$ cat src/rtl/pipeline_pkg.sv
// pipeline_pkg: shared fetch-stage state encoding, IF/ID entry type and the reset PC
package pipeline_pkg;
  localparam int WORD_W = 32;
  localparam logic [WORD_W-1:0] RESET_PC = 32'h6000_0000;
  typedef enum logic [1:0] {REQ = 2'd0, WAIT = 2'd1, DISCARD = 2'd2} fetch_state_t;
  typedef struct packed {
    logic [WORD_W-1:0] pc;
    logic [WORD_W-1:0] instr;
  } fetch_entry_t;
endpackage

$ cat src/rtl/pipeline_fetch_stage_if.sv
// pipeline_fetch_stage_if: imem request/response bus plus IF/ID valid/ready head; master = fetch stage
interface pipeline_fetch_stage_if #(
  parameter int XLEN = 32
);
  logic [XLEN-1:0] imem_addr;
  logic [3:0]      imem_rmask;
  logic [XLEN-1:0] imem_rdata;
  logic            imem_resp;
  logic            if_valid;
  logic [XLEN-1:0] if_pc;
  logic [XLEN-1:0] if_instr;
  logic            id_ready;
  modport master (
    output imem_addr, imem_rmask, if_valid, if_pc, if_instr,
    input  imem_rdata, imem_resp, id_ready
  );
  modport slave (
    input  imem_addr, imem_rmask, if_valid, if_pc, if_instr,
    output imem_rdata, imem_resp, id_ready
  );
endinterface

$ cat src/rtl/fetch_fifo.sv
// fetch_fifo: sync FIFO of {pc,instr}; enq_i/deq_i/flush_i in, count_o/head_o/valid_o out, flush wins
module fetch_fifo
  import pipeline_pkg::*;
#(
  parameter int DEPTH = 2
) (
  input  logic                   clk,
  input  logic                   rst,
  input  logic                   enq_i,
  input  fetch_entry_t           data_i,
  input  logic                   deq_i,
  input  logic                   flush_i,
  output logic [$clog2(DEPTH):0] count_o,
  output fetch_entry_t           head_o,
  output logic                   valid_o
);
  localparam int AW = $clog2(DEPTH);
  fetch_entry_t mem_q [DEPTH];
  logic [AW-1:0] wr_q, rd_q;
  logic [AW:0] count_q;
  always_ff @(posedge clk) begin
    if (rst) begin
      for (int i = 0; i < DEPTH; i++) mem_q[i] <= '0;
      wr_q <= '0;
      rd_q <= '0;
      count_q <= '0;
    end else if (flush_i) begin
      rd_q <= wr_q;
      count_q <= '0;
    end else begin
      if (enq_i) begin
        mem_q[wr_q] <= data_i;
        wr_q <= wr_q + 1'b1;
      end
      if (deq_i) rd_q <= rd_q + 1'b1;
      count_q <= count_q + (AW + 1)'(enq_i) - (AW + 1)'(deq_i);
    end
  end
  assign count_o = count_q;
  assign head_o  = mem_q[rd_q];
  assign valid_o = count_q != '0;
endmodule

$ cat src/rtl/pipeline_fetch_stage.sv
// pipeline_fetch_stage: one-outstanding imem fetch FSM with credit, stall and mispredict squash into the IF/ID FIFO
module pipeline_fetch_stage
  import pipeline_pkg::*;
#(
  parameter int DEPTH = 2,
  parameter int XLEN  = WORD_W
) (
  input  logic                    clk,
  input  logic                    rst,
  input  logic [XLEN-1:0]         pc,
  input  logic                    mispredict_br_en,
  output logic                    fetch_stall,
  pipeline_fetch_stage_if.master  bus
);
  localparam int CW = $clog2(DEPTH) + 1;
  localparam logic [CW-1:0] FULL = CW'(DEPTH);
  fetch_state_t state_q, state_d;
  logic [CW-1:0] count;
  fetch_entry_t head;
  logic issue, accept, deq;
  assign issue  = !rst && state_q == REQ && count < FULL && !mispredict_br_en;
  assign accept = state_q == WAIT && bus.imem_resp && !mispredict_br_en;
  assign deq    = bus.if_valid && bus.id_ready;
  assign bus.imem_addr  = {pc[XLEN-1:2], 2'b00};
  assign bus.imem_rmask = issue ? 4'hF : 4'h0;
  assign fetch_stall    = !accept;
  always_comb begin
    state_d = state_q;
    case (state_q)
      REQ:     state_d = issue ? WAIT : REQ;
      WAIT:    state_d = bus.imem_resp ? REQ : (mispredict_br_en ? DISCARD : WAIT);
      DISCARD: state_d = bus.imem_resp ? REQ : DISCARD;
      default: state_d = REQ;
    endcase
  end
  always_ff @(posedge clk) state_q <= rst ? REQ : state_d;
  fetch_fifo #(.DEPTH(DEPTH)) u_fifo (
    .clk     (clk),
    .rst     (rst),
    .enq_i   (accept),
    .data_i  ('{pc: pc, instr: bus.imem_rdata}),
    .deq_i   (deq),
    .flush_i (mispredict_br_en),
    .count_o (count),
    .head_o  (head),
    .valid_o (bus.if_valid)
  );
  assign bus.if_pc    = head.pc;
  assign bus.if_instr = head.instr;
endmodule
$ cat src/flat_wrapper.sv
// flat-port wrapper written by rule: the top's interface ports become plain ports
module pipeline_fetch_stage_flat import pipeline_pkg::*;
#(
  parameter int DEPTH = 2,
  parameter int XLEN  = WORD_W
)
  (clk, rst, pc, mispredict_br_en, fetch_stall, bus_imem_addr, bus_imem_rmask, bus_if_valid, bus_if_pc, bus_if_instr, bus_imem_rdata, bus_imem_resp, bus_id_ready);
  pipeline_fetch_stage_if #(.XLEN(XLEN)) bus_i ();
  input  logic clk;
  input  logic rst;
  input  logic [XLEN-1:0] pc;
  input  logic mispredict_br_en;
  output logic fetch_stall;
  output wire logic [$bits(bus_i.imem_addr)-1:0] bus_imem_addr;
  output wire logic [$bits(bus_i.imem_rmask)-1:0] bus_imem_rmask;
  output wire logic [$bits(bus_i.if_valid)-1:0] bus_if_valid;
  output wire logic [$bits(bus_i.if_pc)-1:0] bus_if_pc;
  output wire logic [$bits(bus_i.if_instr)-1:0] bus_if_instr;
  input wire logic [$bits(bus_i.imem_rdata)-1:0] bus_imem_rdata;
  input wire logic [$bits(bus_i.imem_resp)-1:0] bus_imem_resp;
  input wire logic [$bits(bus_i.id_ready)-1:0] bus_id_ready;
  assign bus_imem_addr = bus_i.imem_addr;
  assign bus_imem_rmask = bus_i.imem_rmask;
  assign bus_if_valid = bus_i.if_valid;
  assign bus_if_pc = bus_i.if_pc;
  assign bus_if_instr = bus_i.if_instr;
  assign bus_i.imem_rdata = bus_imem_rdata;
  assign bus_i.imem_resp = bus_imem_resp;
  assign bus_i.id_ready = bus_id_ready;
  pipeline_fetch_stage #(.DEPTH(DEPTH), .XLEN(XLEN)) u_core (.clk(clk), .rst(rst), .pc(pc), .mispredict_br_en(mispredict_br_en), .fetch_stall(fetch_stall), .bus(bus_i));
endmodule
$ cat config.mk
export PLATFORM = sky130hd
export DESIGN_NAME = pipeline_fetch_stage_flat
export DESIGN_NICKNAME = d
export VERILOG_FILES = /design/src/rtl/pipeline_pkg.sv /design/src/rtl/pipeline_fetch_stage_if.sv /design/src/rtl/fetch_fifo.sv /design/src/rtl/pipeline_fetch_stage.sv /design/src/flat_wrapper.sv
export SDC_FILE = /design/constraint.sdc
export NUM_CORES = 1
export LEC_CHECK = 0
export BUFFER_PORTS_ARGS = -buffer_cell sky130_fd_sc_hd__buf_2
export CAP_MARGIN = 10
export CORE_MARGIN = 8
export CORE_UTILIZATION = 40
export CTS_CLUSTER_SIZE = 20
export DETAILED_ROUTE_END_ITERATION = 8
export PLACE_DENSITY = 0.7
export SLEW_MARGIN = 15
export SYNTH_ARGS = -nofsm -noshare
export SYNTH_HDL_FRONTEND = slang
export SYNTH_SLANG_ARGS = --single-unit
$ cat constraint.sdc
create_clock -name clk -period 5.3 [get_ports clk]
set_input_delay 0.795 -clock clk [delete_from_list [all_inputs] [get_ports clk]]
set_output_delay 0.795 -clock clk [all_outputs]
set_load 0.1 [all_outputs]
# ---- Word-level counts from Yosys, hierarchy flattened
# Memory sizes are Yosys's and may differ from the RTL's. A register that Yosys moved wholly into a read port is not among the register bits.
# Index checks and enable logic that the tools add are counted.
dict set report totals {
  reg_bits 6
  ram_bits 128
  inputBits 69
  out_inout_bits 102
  elab_cells 47
  n_memories 1
}
# memory words width read_ports rd_ports_with_merged_regs write_ports line
set mem_list {}
lappend mem_list {u_core.u_fifo.mem_q 2 64 1 1 2 fetch_fifo.sv:18} ;# fetch_entry_t mem_q [DEPTH];
dict set report classes {
  addsub 4
  n_lt_le_gt_ge 1
  n_eq_ne 2
  n_mux 19
  bitwise_logic 1
  reduce_logical 15
}
# cell count
set ops {}
lappend ops {{64-bit two-way mux} 1}
lappend ops {{64-bit OR reduction} 1}
lappend ops {{1-bit two-way mux} 13}
lappend ops {{1-bit logical AND} 6}
lappend ops {{2-bit two-way mux} 3}
lappend ops {{2-bit one-hot mux with 3 select lines} 1}
lappend ops {{4-bit two-way mux} 1}
lappend ops {{2-bit nonzero test} 2}
lappend ops {{1-bit logical NOT} 3}
lappend ops {{1-bit adder (second input constant)} 2}
lappend ops {{2-bit by 1-bit adder with 2-bit output} 1}
lappend ops {{2-bit by 1-bit equality test with 1-bit output (second input constant)} 1}
lappend ops {{2-bit equality test (second input constant)} 1}
lappend ops {{2-bit logical NOT} 1}
lappend ops {{2-bit < comparator (second input constant)} 1}
lappend ops {{2-bit AND reduction} 1}
lappend ops {{2-bit OR reduction} 1}
lappend ops {{2-bit by 1-bit subtractor with 2-bit output} 1}
lappend ops {{1-bit inverter} 1}

# ---- Logic depth before layout (Yosys ltp)
dict set report logic_depth {
  depth_word 9
  ltp_mapped 7
  mapped_depth_nobuf 7
}

# ---- Modules after synthesis
# A second synthesis with hierarchy kept.
dict set report unflattened {
  cells_unflattened 431
  hier_area_um2 6322.3
}
# module n_inst cells_each area_each_um2 seq_area_each_um2
set modules_own_cells {}
lappend modules_own_cells {fetch_fifo 1 381 5934.4 3943.8}
lappend modules_own_cells {pipeline_fetch_stage 1 50 387.9 40.0}

# ---- Worst setup path before layout
# Ideal clock, no wire load.
dict set report synth_path {
  path_kind {in2reg}
  start {in mispredict_br_en}
  end {mem u_core.u_fifo.mem_q[0][0] (netlist name) (enable)}
  setup_ns 0.499
  arrival_ns 5.382
  t_required_ns 4.801
  slack_ns -0.581
  stages 2
  n_path_buf 0
  cell_sequence {nand4bb_1 -> o21bai_1}
}
# element line
set synth_lines {}
lappend synth_lines {{start: declaration} flat_wrapper.sv:12} ;# input logic mispredict_br_en;
lappend synth_lines {{end: declaration} fetch_fifo.sv:18}

# ---- Final worst setup path
dict set report layout_path {
  start {in mispredict_br_en}
  end {out bus_imem_rmask[1]}
}
dict set report layout_between {
  elab_chain_len 3
}
# element line
set layout_lines {}
lappend layout_lines {{1-bit logical NOT} pipeline_fetch_stage.sv:21} ;# assign issue = !rst && state_q == REQ && count < FULL && !mispredict_br_en;
lappend layout_lines {{1-bit logical AND} pipeline_fetch_stage.sv:21}
lappend layout_lines {{4-bit two-way mux} pipeline_fetch_stage.sv:25} ;# assign bus.imem_rmask = issue ? 4'hF : 4'h0;
lappend layout_lines {{end: declaration} flat_wrapper.sv:15} ;# output wire logic [$bits(bus_i.imem_rmask)-1:0] bus_imem_rmask;
# No other way between the ends.

==> results.toml <==
[routing]
wl_per_cell_um = 16.2
drt_iter0_drc = 133
dr.pass1.iters = 4
vias = 3527
detail-route-antenna-nets = 0
drc_errors = 0
postRouteWirelength_mm = 12.5
via_per_inst = 4.55

[cells_and_area]
nNetsFinal = 618
insertedDiodeCount = 0
area_delta_synth_final_pct = 19.7
layout-drive-gt1-share_pct = 54.9
fin_area_um2 = 7570
fin_util_pct = 48.4

[floorplanning]
io_pins = 171
coreArea_um2 = 15700
initial_utilization_pct = 40.4
die_x_um = 142
num_rows = 46
die_h_um = 142
die_area_um2 = 20100

[synthesis]
syn_inst = 415
yosys_warnings = 0
avgSynthCellArea_um2 = 15.2
synth-seq-cells = 135
ys_top_cells_by_area = "edfxtp_1, mux2_2, and2_1"
syn_area_um2 = 6330
synth_top_area_share_pct = 60.8
synth_top_area_cell = "edfxtp_1"
yosysSeqAreaShare_pct = 63.0
synth.distinct_cells = 32

[worst_setup_path]
cp.arrival_ns = 2.18
cp_max_fo = 6
critical_path_class = "in2out"
worstSetupStartpointType = "input port"
cp.required_ns = 4.51
endpoint_kind = "output pin"

[cts]
ctsRootBufferMaster = "clkbuf_16"
insertion_delay_ns = 0.41
cts.repair.resized = 0
hold_buffers = 0
clkTransAtPathRegs_ns = 0.06
clockBufferDepth = 2
cts_setup_buffers = 0
numCtsBuffers = 17
htreeDepth = 4
cts_tree = "yes"
clkSinkCount = 135

[global_routing]
grt_pass1_wl_mm = 19.7
track_usage_pct = 12.8
grt_max_degree = 66
grt_pass1_vias = 3907
antenna_found_initial = 0
grt.overflow.total = 0

[power]
fin_total_pwr_mw = 2.98
powerDensity_nw_per_um2 = 393
p_leak_nw = 3.20
ir_drop_mv = 0.213

[sta]
worst_pin_slew_ns = 1.05
hold_ws_ns = 0.499
grt_setup_unrepaired = "no"
hold_viol = 0
fin_crit_sh_pct = 56.1
tns_ns = 0
setup-violations-final = 0
max_freq_mhz = 336
maxSlewViolCount = 0
finalCriticalPeriod_ns = 2.98
skew_ns = 0.00650
slew_headroom_pct = 30.3

[placed_design]
dp_hpwl_mm = 8.14
io_buffers = 168
detailed_place.area_um2 = 6970
routabilityCongestion = 0.738

[status]
outcome = "finished clean"

[flow_run]
drv_cap = 0

[hold_path]
hp-class = "reg2reg"
-- final cells by class --
type                       instances  area [um2]
fill                            1392        8080
sequential                       135        3990
multi-input combinational        222        1850
timing repair buffer             169         848
clock buffer                      17         425
tap                              216         270
clock inverter                    14         183
inverter                           2        7.51
-- sequential cells by signal, summed over array words and instances (netlist names), named ones only --
name,count
u_core.u_fifo.wr_q,1
u_core.state_q,2
u_core.u_fifo.count_o,2
u_core.u_fifo.rd_q,1
u_core.u_fifo.mem_q,128
-- synthesized netlist by cell type --
library cell  count
a2111oi_0         1
a211oi_1          1
a21oi_1           1
and2_1           90
and2_4           40
and2b_1           1
and3_1            1
and3_4            1
and3b_1           1
buf_12            5
buf_2             7
buf_4            36
buf_6             8
clkbuf_2          1
conb_1            1
dfxtp_1           7
edfxtp_1        128
ha_1              2
inv_1             2
mux2_2           64
nand3b_1          1
nand4bb_1         1
nor2_1            3
nor3_1            1
nor4_1            1
o21a_1            2
o21bai_1          1
or2_1             1
or2_2             2
or2b_1            1
xnor2_1           1
xor2_1            2
-- metrics by stage --
step,instances,worst slack (ns)
floorplan,416,0.771
global placement,744,2.23
detailed placement,744,2.19
CTS,775,2.28
global route,775,2.16
finish,775,2.32
-- cell families after synthesis --
family | count (synthesis) | share of synthesized area (%)
AO/OA/AOI/OAI | 6 | 0.692
XOR/XNOR | 3 | 0.415
adder cells (fa/ha/maj) | 2 | 0.396
buffers and inverters | 59 | 8.03
flip-flops | 135 | 63.0
multiplexers | 64 | 11.4
other | 1 | 0.0593
AND/OR/NAND/NOR | 145 | 16.0
-- path summary, 6_finish.rpt --
kind / start / endpoint / slack, ns / cells past startpoint
setup / recovery: mispredict_br_en / bus_imem_rmask[1] / 2.32 / 4
hold reg to reg: u_core.state_q[1]$_SDFF_PP0_ / u_core.state_q[0]$_SDFF_PP0_ / 0.50 / 1
hold / removal: u_core.state_q[1]$_SDFF_PP0_ / u_core.state_q[0]$_SDFF_PP0_ / 0.50 / 1
setup reg to reg: u_core.state_q[0]$_SDFF_PP0_ / u_core.u_fifo.mem_q[1][35]$_SDFFCE_PN0P_ / 2.75 / 3
-- cell usage in the layout (no fill, tap or decap), types with 2 or more instances in the layout --
master and count:
and2_4 40, clkinvlp_4 4, conb_1 2, xor2_1 2
bufinv_16 4, edfxtp_1 128, and2_1 90, ha_1 2
or2_2 2, nor2_1 3, inv_1 2, o21a_1 2
buf_2 168, mux2_2 64, clkbuf_16 17, dfxtp_1 6
clkinv_1 4
-- layer usage --
metal / routed length [um] / global-route usage, %
met1: 5030 / 14.0
met2: 6440 / 22.3
met3: 869 / 4.50
met4: 188 / 5.20
met5: 0 / 0
-- critical path, cell delays in order --
cell    delay (ns)
buf_2         0.13
or2_2         0.32
nor4_1        0.41
buf_2         0.53
-- where the power goes --
| part | internal [mW] | switching (mW) | total, mW | leakage (nW) |
|---|---|---|---|---|
| sequential | 1.21 | 0.0220 | 1.23 | 1.38 |
| clock | 0.779 | 0.431 | 1.21 | 0.282 |
| combinational | 0.0908 | 0.445 | 0.536 | 1.54 |
(Power assumes the default switching activity.)
